$ cat config.mk
export PLATFORM = sky130hd
export DESIGN_NAME = vslc_scan_engine_flat
export DESIGN_NICKNAME = d
export VERILOG_FILES = /design/src/rtl/vslc_scan_engine_if.sv /design/src/rtl/vslc_scan_engine.sv /design/src/flat_wrapper.sv
export SDC_FILE = /design/constraint.sdc
export NUM_CORES = 1
export LEC_CHECK = 0
export BUFFER_PORTS_ARGS = -buffer_cell sky130_fd_sc_hd__buf_4
export CORE_MARGIN = 1
export CORE_UTILIZATION = 65
export DETAILED_ROUTE_END_ITERATION = 6
export GPL_ROUTABILITY_DRIVEN = 1
export HOLD_SLACK_MARGIN = 0.1
export PLACE_DENSITY = 0.9
export SLEW_MARGIN = 20
export SYNTH_ARGS = -nofsm -noshare
export SYNTH_HDL_FRONTEND = slang
export SYNTH_SLANG_ARGS = --single-unit
$ cat constraint.sdc
create_clock -name clk -period 8.5 [get_ports clk]
set_input_delay 0.85 -clock clk [delete_from_list [all_inputs] [get_ports clk]]
set_output_delay 0.85 -clock clk [all_outputs]
set_load 0.01 [all_outputs]
$ cat src/rtl/vslc_scan_engine_if.sv
// Bus bundle for the vslc_scan_engine: run/program-load controls, I/O points and status.
interface vslc_scan_engine_if #(
  parameter int N_IO = 16,
  parameter int PC_W = 5
);
  logic            run;
  logic            prog_we;
  logic [3:0]      prog_data;
  logic [N_IO-1:0] in_bits;
  logic [N_IO-1:0] out_bits;
  logic [PC_W-1:0] pc;
  logic            scan_done;
  logic            fault;

  modport master (
    output run, prog_we, prog_data, in_bits,
    input  out_bits, pc, scan_done, fault
  );

  modport slave (
    input  run, prog_we, prog_data, in_bits,
    output out_bits, pc, scan_done, fault
  );
endinterface

$ cat src/rtl/vslc_scan_engine.sv
// Nibble-coded bit-stack scan engine (PLC-style cyclic program over input/output points).
// Optional macro VSLC_SCAN_IMAGE_EN: scan-synchronous input/output images instead of live I/O.
module vslc_scan_engine #(
  parameter int CODE_DEPTH  = 32,
  parameter int STACK_DEPTH = 16,
  parameter int N_IO        = 16
) (
  input logic               clk,
  input logic               rst_n,
  vslc_scan_engine_if.slave bus
);
  localparam int PC_W = $clog2(CODE_DEPTH);
  localparam int DW   = $clog2(STACK_DEPTH + 1);
  localparam logic [PC_W-1:0] LAST = PC_W'(CODE_DEPTH - 1);

  typedef enum logic [1:0] {IDLE, FETCH, OPERAND} state_t;

  state_t                 state;
  logic [3:0]             code [CODE_DEPTH];
  logic [PC_W-1:0]        pc_q, load_ptr;
  logic [3:0]             op_q, nib, opc, opnd;
  logic [STACK_DEPTH-1:0] stk, stk1, stk_n;
  logic [DW-1:0]          depth, d1, depth_n;
  logic [N_IO-1:0]        out_q;
  logic                   scan_done_q, fault_q;
  logic [15:0]            in_view, out_base, out_n;
  logic [1:0]             need, pops;
  logic                   exec, push, pval, top, nxt, under, over, fault_set, end_now;

`ifdef VSLC_SCAN_IMAGE_EN
  logic [N_IO-1:0] in_img, shadow;
  assign in_view  = 16'(in_img);
  assign out_base = 16'(shadow);
`else
  assign in_view  = 16'(bus.in_bits);
  assign out_base = 16'(out_q);
`endif

  assign nib           = code[pc_q];
  assign bus.out_bits  = out_q;
  assign bus.pc        = pc_q;
  assign bus.scan_done = scan_done_q;
  assign bus.fault     = fault_q;

  assign end_now = (state == FETCH && (nib == 4'd7 || pc_q == LAST)) ||
                   (state == OPERAND && pc_q == LAST);

  always_ff @(posedge clk) begin
    if (rst_n && !bus.run && state == IDLE && bus.prog_we)
      code[load_ptr] <= bus.prog_data;
  end

  // Two-nibble ops execute in OPERAND; an operand opcode fetched at the last address never executes.
  always_comb begin
    exec  = 1'b0;
    opc   = op_q;
    opnd  = nib;
    need  = 2'd0;
    pops  = 2'd0;
    push  = 1'b0;
    pval  = 1'b0;
    out_n = out_base;
    top   = stk[0];
    nxt   = stk[1];
    if (state == FETCH && nib > 4'd3) begin
      exec = 1'b1;
      opc  = nib;
    end else if (state == OPERAND) begin
      exec = 1'b1;
    end
    case (opc)
      4'd0:  begin push = 1'b1; pval = in_view[opnd]; end
      4'd1:  begin need = 2'd1; pops = 2'd1; out_n[opnd] = top; end
      4'd2:  begin need = 2'd1; pops = 2'd1; if (top) out_n[opnd] = 1'b1; end
      4'd3:  begin need = 2'd1; pops = 2'd1; if (top) out_n[opnd] = 1'b0; end
      4'd4:  begin need = 2'd1; push = 1'b1; pval = top; end
      4'd5:  begin need = 2'd1; pops = 2'd1; end
      4'd6:  begin push = 1'b1; pval = 1'b1; end
      4'd8:  begin need = 2'd1; pops = 2'd1; push = 1'b1; pval = ~top; end
      4'd9:  begin need = 2'd2; pops = 2'd2; push = 1'b1; pval = top & nxt; end
      4'd10: begin need = 2'd2; pops = 2'd2; push = 1'b1; pval = top | nxt; end
      4'd11: begin need = 2'd2; pops = 2'd2; push = 1'b1; pval = top ^ nxt; end
      4'd12: begin need = 2'd2; pops = 2'd2; push = 1'b1; pval = ~top | nxt; end
      4'd13: begin need = 2'd2; pops = 2'd2; push = 1'b1; pval = ~(top ^ nxt); end
      4'd14: begin need = 2'd2; pops = 2'd2; push = 1'b1; pval = ~(top & nxt); end
      default: ;
    endcase
    // Bits above the current depth are always zero, so underflow reads return 0 for free.
    under   = depth < DW'(need);
    d1      = under ? '0 : depth - DW'(pops);
    stk1    = stk >> pops;
    over    = push && (d1 == DW'(STACK_DEPTH));
    stk_n   = stk1;
    depth_n = d1;
    if (push && !over) begin
      stk_n   = {stk1[STACK_DEPTH-2:0], pval};
      depth_n = d1 + 1'b1;
    end
    fault_set = exec && (under || over);
  end

  always_ff @(posedge clk or negedge rst_n) begin
    if (!rst_n) begin
      state       <= IDLE;
      pc_q        <= '0;
      load_ptr    <= '0;
      op_q        <= '0;
      stk         <= '0;
      depth       <= '0;
      out_q       <= '0;
      scan_done_q <= 1'b0;
      fault_q     <= 1'b0;
`ifdef VSLC_SCAN_IMAGE_EN
      in_img      <= '0;
      shadow      <= '0;
`endif
    end else if (!bus.run) begin
      state       <= IDLE;
      pc_q        <= '0;
      stk         <= '0;
      depth       <= '0;
      scan_done_q <= 1'b0;
      // Leaving a non-IDLE state with run low is exactly the run 1->0 transition.
      if (state != IDLE)
        load_ptr <= '0;
      else if (bus.prog_we)
        load_ptr <= load_ptr + 1'b1;
    end else begin
      scan_done_q <= 1'b0;
`ifdef VSLC_SCAN_IMAGE_EN
      if (state == IDLE || scan_done_q)
        in_img <= bus.in_bits;
      if (scan_done_q)
        out_q <= shadow;
`endif
      if (state == IDLE) begin
        state <= FETCH;
      end else begin
        if (exec) begin
          stk   <= stk_n;
          depth <= depth_n;
          if (fault_set)
            fault_q <= 1'b1;
`ifdef VSLC_SCAN_IMAGE_EN
          shadow <= out_n[N_IO-1:0];
`else
          out_q  <= out_n[N_IO-1:0];
`endif
        end
        if (state == FETCH)
          op_q <= nib;
        if (end_now) begin
          pc_q        <= '0;
          stk         <= '0;
          depth       <= '0;
          scan_done_q <= 1'b1;
          state       <= FETCH;
        end else begin
          pc_q  <= pc_q + 1'b1;
          state <= (state == FETCH && nib < 4'd4) ? OPERAND : FETCH;
        end
      end
    end
  end
endmodule

$ cat src/flat_wrapper.sv
// flat-port wrapper written by rule: the top's interface ports become plain ports
module vslc_scan_engine_flat 
#(
  parameter int CODE_DEPTH  = 32,
  parameter int STACK_DEPTH = 16,
  parameter int N_IO        = 16
)
  (clk, rst_n, bus_run, bus_prog_we, bus_prog_data, bus_in_bits, bus_out_bits, bus_pc, bus_scan_done, bus_fault);
  vslc_scan_engine_if #(.N_IO(N_IO), .PC_W((5))) bus_i ();
  input logic clk;
  input logic rst_n;
  input wire logic [$bits(bus_i.run)-1:0] bus_run;
  input wire logic [$bits(bus_i.prog_we)-1:0] bus_prog_we;
  input wire logic [$bits(bus_i.prog_data)-1:0] bus_prog_data;
  input wire logic [$bits(bus_i.in_bits)-1:0] bus_in_bits;
  output wire logic [$bits(bus_i.out_bits)-1:0] bus_out_bits;
  output wire logic [$bits(bus_i.pc)-1:0] bus_pc;
  output wire logic [$bits(bus_i.scan_done)-1:0] bus_scan_done;
  output wire logic [$bits(bus_i.fault)-1:0] bus_fault;
  assign bus_i.run = bus_run;
  assign bus_i.prog_we = bus_prog_we;
  assign bus_i.prog_data = bus_prog_data;
  assign bus_i.in_bits = bus_in_bits;
  assign bus_out_bits = bus_i.out_bits;
  assign bus_pc = bus_i.pc;
  assign bus_scan_done = bus_i.scan_done;
  assign bus_fault = bus_i.fault;
  vslc_scan_engine #(.CODE_DEPTH(CODE_DEPTH), .STACK_DEPTH(STACK_DEPTH), .N_IO(N_IO)) u_core (.clk(clk), .rst_n(rst_n), .bus(bus_i));
endmodule
==> impl_metrics.ini <==
[timing]
totalNegativeSetupSlack_ps = 0
drv_slew = 0
skew_ps = 17.9
worstMarginPinSlew_ps = 1200
period_share_pct = 82.3
fin_crit_ps = 6990
final_hold_viol_count = 0
maxSlewHeadroom_pct = 20.1
grt_setup_unrepaired = false
fmax_ghz = 0.143
setup_viol_count_final = 0

[power_and_ir_drop]
p_int_w = 0.00174
p_sw_w = 0.00100
power_density_nw_per_um2 = 265
peakVddDrop_mv = 0.290
swShare_pct = 36.6
clkPwrFrac_pct = 31.5
p_leak_nw = 3.84
combPwrFrac_pct = 29.7
p_seq_share_pct = 38.8

[clock_tree]
clkTransAtPathRegs_ps = 70
numCtsBuffers = 17
clkSinkCount = 183
cts_max_level = 4
cts_resized = 0
post_cts_buffers = 0
cts_tree = yes
clkLatencyLatePin_ps = 450
clockRootBuffer = clkbuf_16
hold_buffers = 0
cts_max_path_buffers = 2

[worst_hold_path]
hp-class = input pin to async pin

[synthesis]
synth_top_area_share_pct = 40.9
yosysWarnings = 0
synth_edf_count = 128
seq_area_frac_synth_pct = 55.6
synth_nets = 788
synth.top_cells.by_area = edfxtp_1 (41%), dfrtp_1 (15%), mux4_2 (5.3%), nand3_1 (4.6%), nor2_1 (2.9%)
ys_seq_elements = 183
yosys.area.top_type = edfxtp_1
synth_async_sr_flop_share_pct = 30.1
synth_area_sq_um = 9390
netlist_instances = 751
synthFlopType = edfxtp_1
yosysUniqueCellTypes = 98
avgSynthCellArea_sq_um = 12.5

[drt]
wl_met1_um = 8780
antenna_left = 0
drc = 0
wl_met2_um = 12300
dr.pass1.iters = 6
vias = 7165
met3_length_um = 2210
wl_per_cell_um = 25.3
top_layer = met4
vias_per_cell = 7.37
drt-initial-drc-count = 1231
drt-total-wl_um = 24500

[layout]
nFillCells = 824
antenna_cells = 0
drive_gt1_share_pct = 21.5
syn2layout_area_growth_pct = 10.3
final_util_pct = 74.1
layout.nets = 816

[worst_setup_path]
reg2reg_to = u_core.stk[1]$_DFFE_PN0P_
reg2reg_from = u_core.bus.pc[1]$_DFFE_PN0P_
cp.required_ps = 8870
cp-start-kind = register
arrival_ps = 7370
crit_type = register to register
rrSetupSlack_ps = 1510
critPathMaxFanout = 24
r2r_cells = 19
worstSetupEndpointType = register

[place]
port_buffers = 46
post-dp-hpwl_um = 15200
place_congestion = 0.920

[floorplan]
die_area_sq_um = 14900
fp.dieH_um = 122
initial_utilization_pct = 67.1
num_io_pins = 47
die_w_um = 122
core-area_sq_um = 14000
row_count = 43

[grt]
grt_pass1_vias = 6776
grt_overflow_total = 0
antenna_found_initial = 0
grt_pass1_wl_um = 37700
grt_max_degree = 57
track_usage_pct = 34.6

[flow_run]
drv_cap = 0

[run_status]
status = complete, no violations
[how the worst max path moves through the flow]
| stage | from | to | cells after the start |
|---|---|---|---|
| after floorplan | u_core.bus.pc[1]$_DFFE_PN0P_ | u_core.stk[0]$_DFFE_PN0P_ | 23 |
| after global placement | u_core.bus.pc[1]$_DFFE_PN0P_ | u_core.stk[1]$_DFFE_PN0P_ | 19 |
| after detailed placement | u_core.bus.pc[1]$_DFFE_PN0P_ | u_core.stk[4]$_DFFE_PN0P_ | 20 |
| after CTS | u_core.bus.pc[1]$_DFFE_PN0P_ | u_core.stk[1]$_DFFE_PN0P_ | 20 |
| after global routing | u_core.bus.pc[1]$_DFFE_PN0P_ | u_core.stk[11]$_DFFE_PN0P_ | 19 |
| final | u_core.bus.pc[1]$_DFFE_PN0P_ | u_core.stk[1]$_DFFE_PN0P_ | 19 |
[cells by family after synthesis]
logic type,count (synthesis),synth area share (%)
AO/OA/AOI/OAI,127,11.0
XOR/XNOR,5,0.466
adder cells (fa/ha/maj),13,1.81
buffers and inverters,57,3.57
flip-flops,183,55.6
multiplexers,68,11.1
AND/OR/NAND/NOR,298,16.4
[Yosys cell counts, types with 3 or more instances]
cell type and count:
nand4_1 22, a21oi_1 20, and2_1 4, nor4_1 4, clkbuf_1 15, nand2_1 46, o21a_1 3, a211oi_4 3
buf_4 5, mux4_1 3, o31ai_1 14, dfrtp_1 55, mux2_1 4, a22oi_1 4, mux4_2 22, mux2_2 21
ha_1 12, inv_1 15, a31oi_1 6, xor2_1 3, or2_2 4, o21ai_1 4, nor2_1 73, o21ai_0 20
edfxtp_1 128, and3_1 8, a21oi_2 5, mux2i_1 16, buf_2 10, o211ai_1 6, nor3_1 6, nand3b_1 5
nand3_1 86, buf_6 6, nor2b_1 5, or3_1 7
[critical path: stages (launching register included)]
cell	delay, ps
dfrtp_1	1130
mux4_2	660
a22oi_1	310
nand4_1	320
nand3_1	260
o21ai_0	210
or3_1	480
a21oi_4	430
inv_2	290
fa_1	580
inv_1	60
a21oi_1	220
inv_1	80
ha_1	220
nand3_1	100
nor2_1	110
a211oi_4	640
and3_1	550
nand3_1	150
nand3_1	110
[registers in the layout (all words and copies together), names as in the netlist, named ones only]
signal and flops:
u_core.stk 16, u_core.bus.fault 1, u_core.code 128, u_core.state 2, u_core.op_q 4, u_core.bus.pc 5, u_core.bus.scan_done 1, u_core.depth 5
u_core.load_ptr 5
[power by group through the flow]
stage                     sequential (W)  clock [W]  combinational, W
after floorplan                  0.00105          0          0.000643
final                            0.00107   0.000864          0.000815
after global routing             0.00107   0.000893          0.000887
after detailed placement         0.00108          0          0.000778
after CTS                        0.00106   0.000862          0.000791
after global placement           0.00108          0          0.000746
[layout make-up]
type	instances	area, sq um	area share, %
sequential	183	5220	50.4
multi-input combinational	511	3840	37.0
clock buffer	17	425	4.11
timing repair buffer	49	368	3.55
tap	180	225	2.17
clock inverter	15	219	2.11
inverter	17	63.8	0.616
[cells in the final DEF, fill, tap and decap left out, types with 16 or more instances in the layout]
master and instances:
nand4_1 22, mux2i_1 16, nand2_1 46, nor2_1 73, edfxtp_1 128, nand3_1 86, mux2_2 21, a21oi_1 20
dfrtp_1 54, mux4_2 22, buf_4 49, o21ai_0 20, clkbuf_16 17
[per-layer routing]
| metal | GRT usage (%) | up-vias |
|---|---|---|
| met5 | 0 | - |
| met4 | 15.6 | 0 |
| met3 | 6.84 | 121 |
| met2 | 58.5 | 575 |
| met1 | 43.1 | 3508 |
| li1 | - | 2961 |
[through the flow]
stage	hold slack, ps	setup slack [ps]	area [sq um]	total power, W	instances
after CTS	484	1810	10400	0.00272	972
after global routing	515	1210	10400	0.00285	972
after floorplan	506	3350	9390	0.00169	751
after global placement	486	2240	9710	0.00182	940
final	454	1510	10400	0.00274	972
after detailed placement	479	1990	9710	0.00186	940
(Power assumes the default switching activity.)
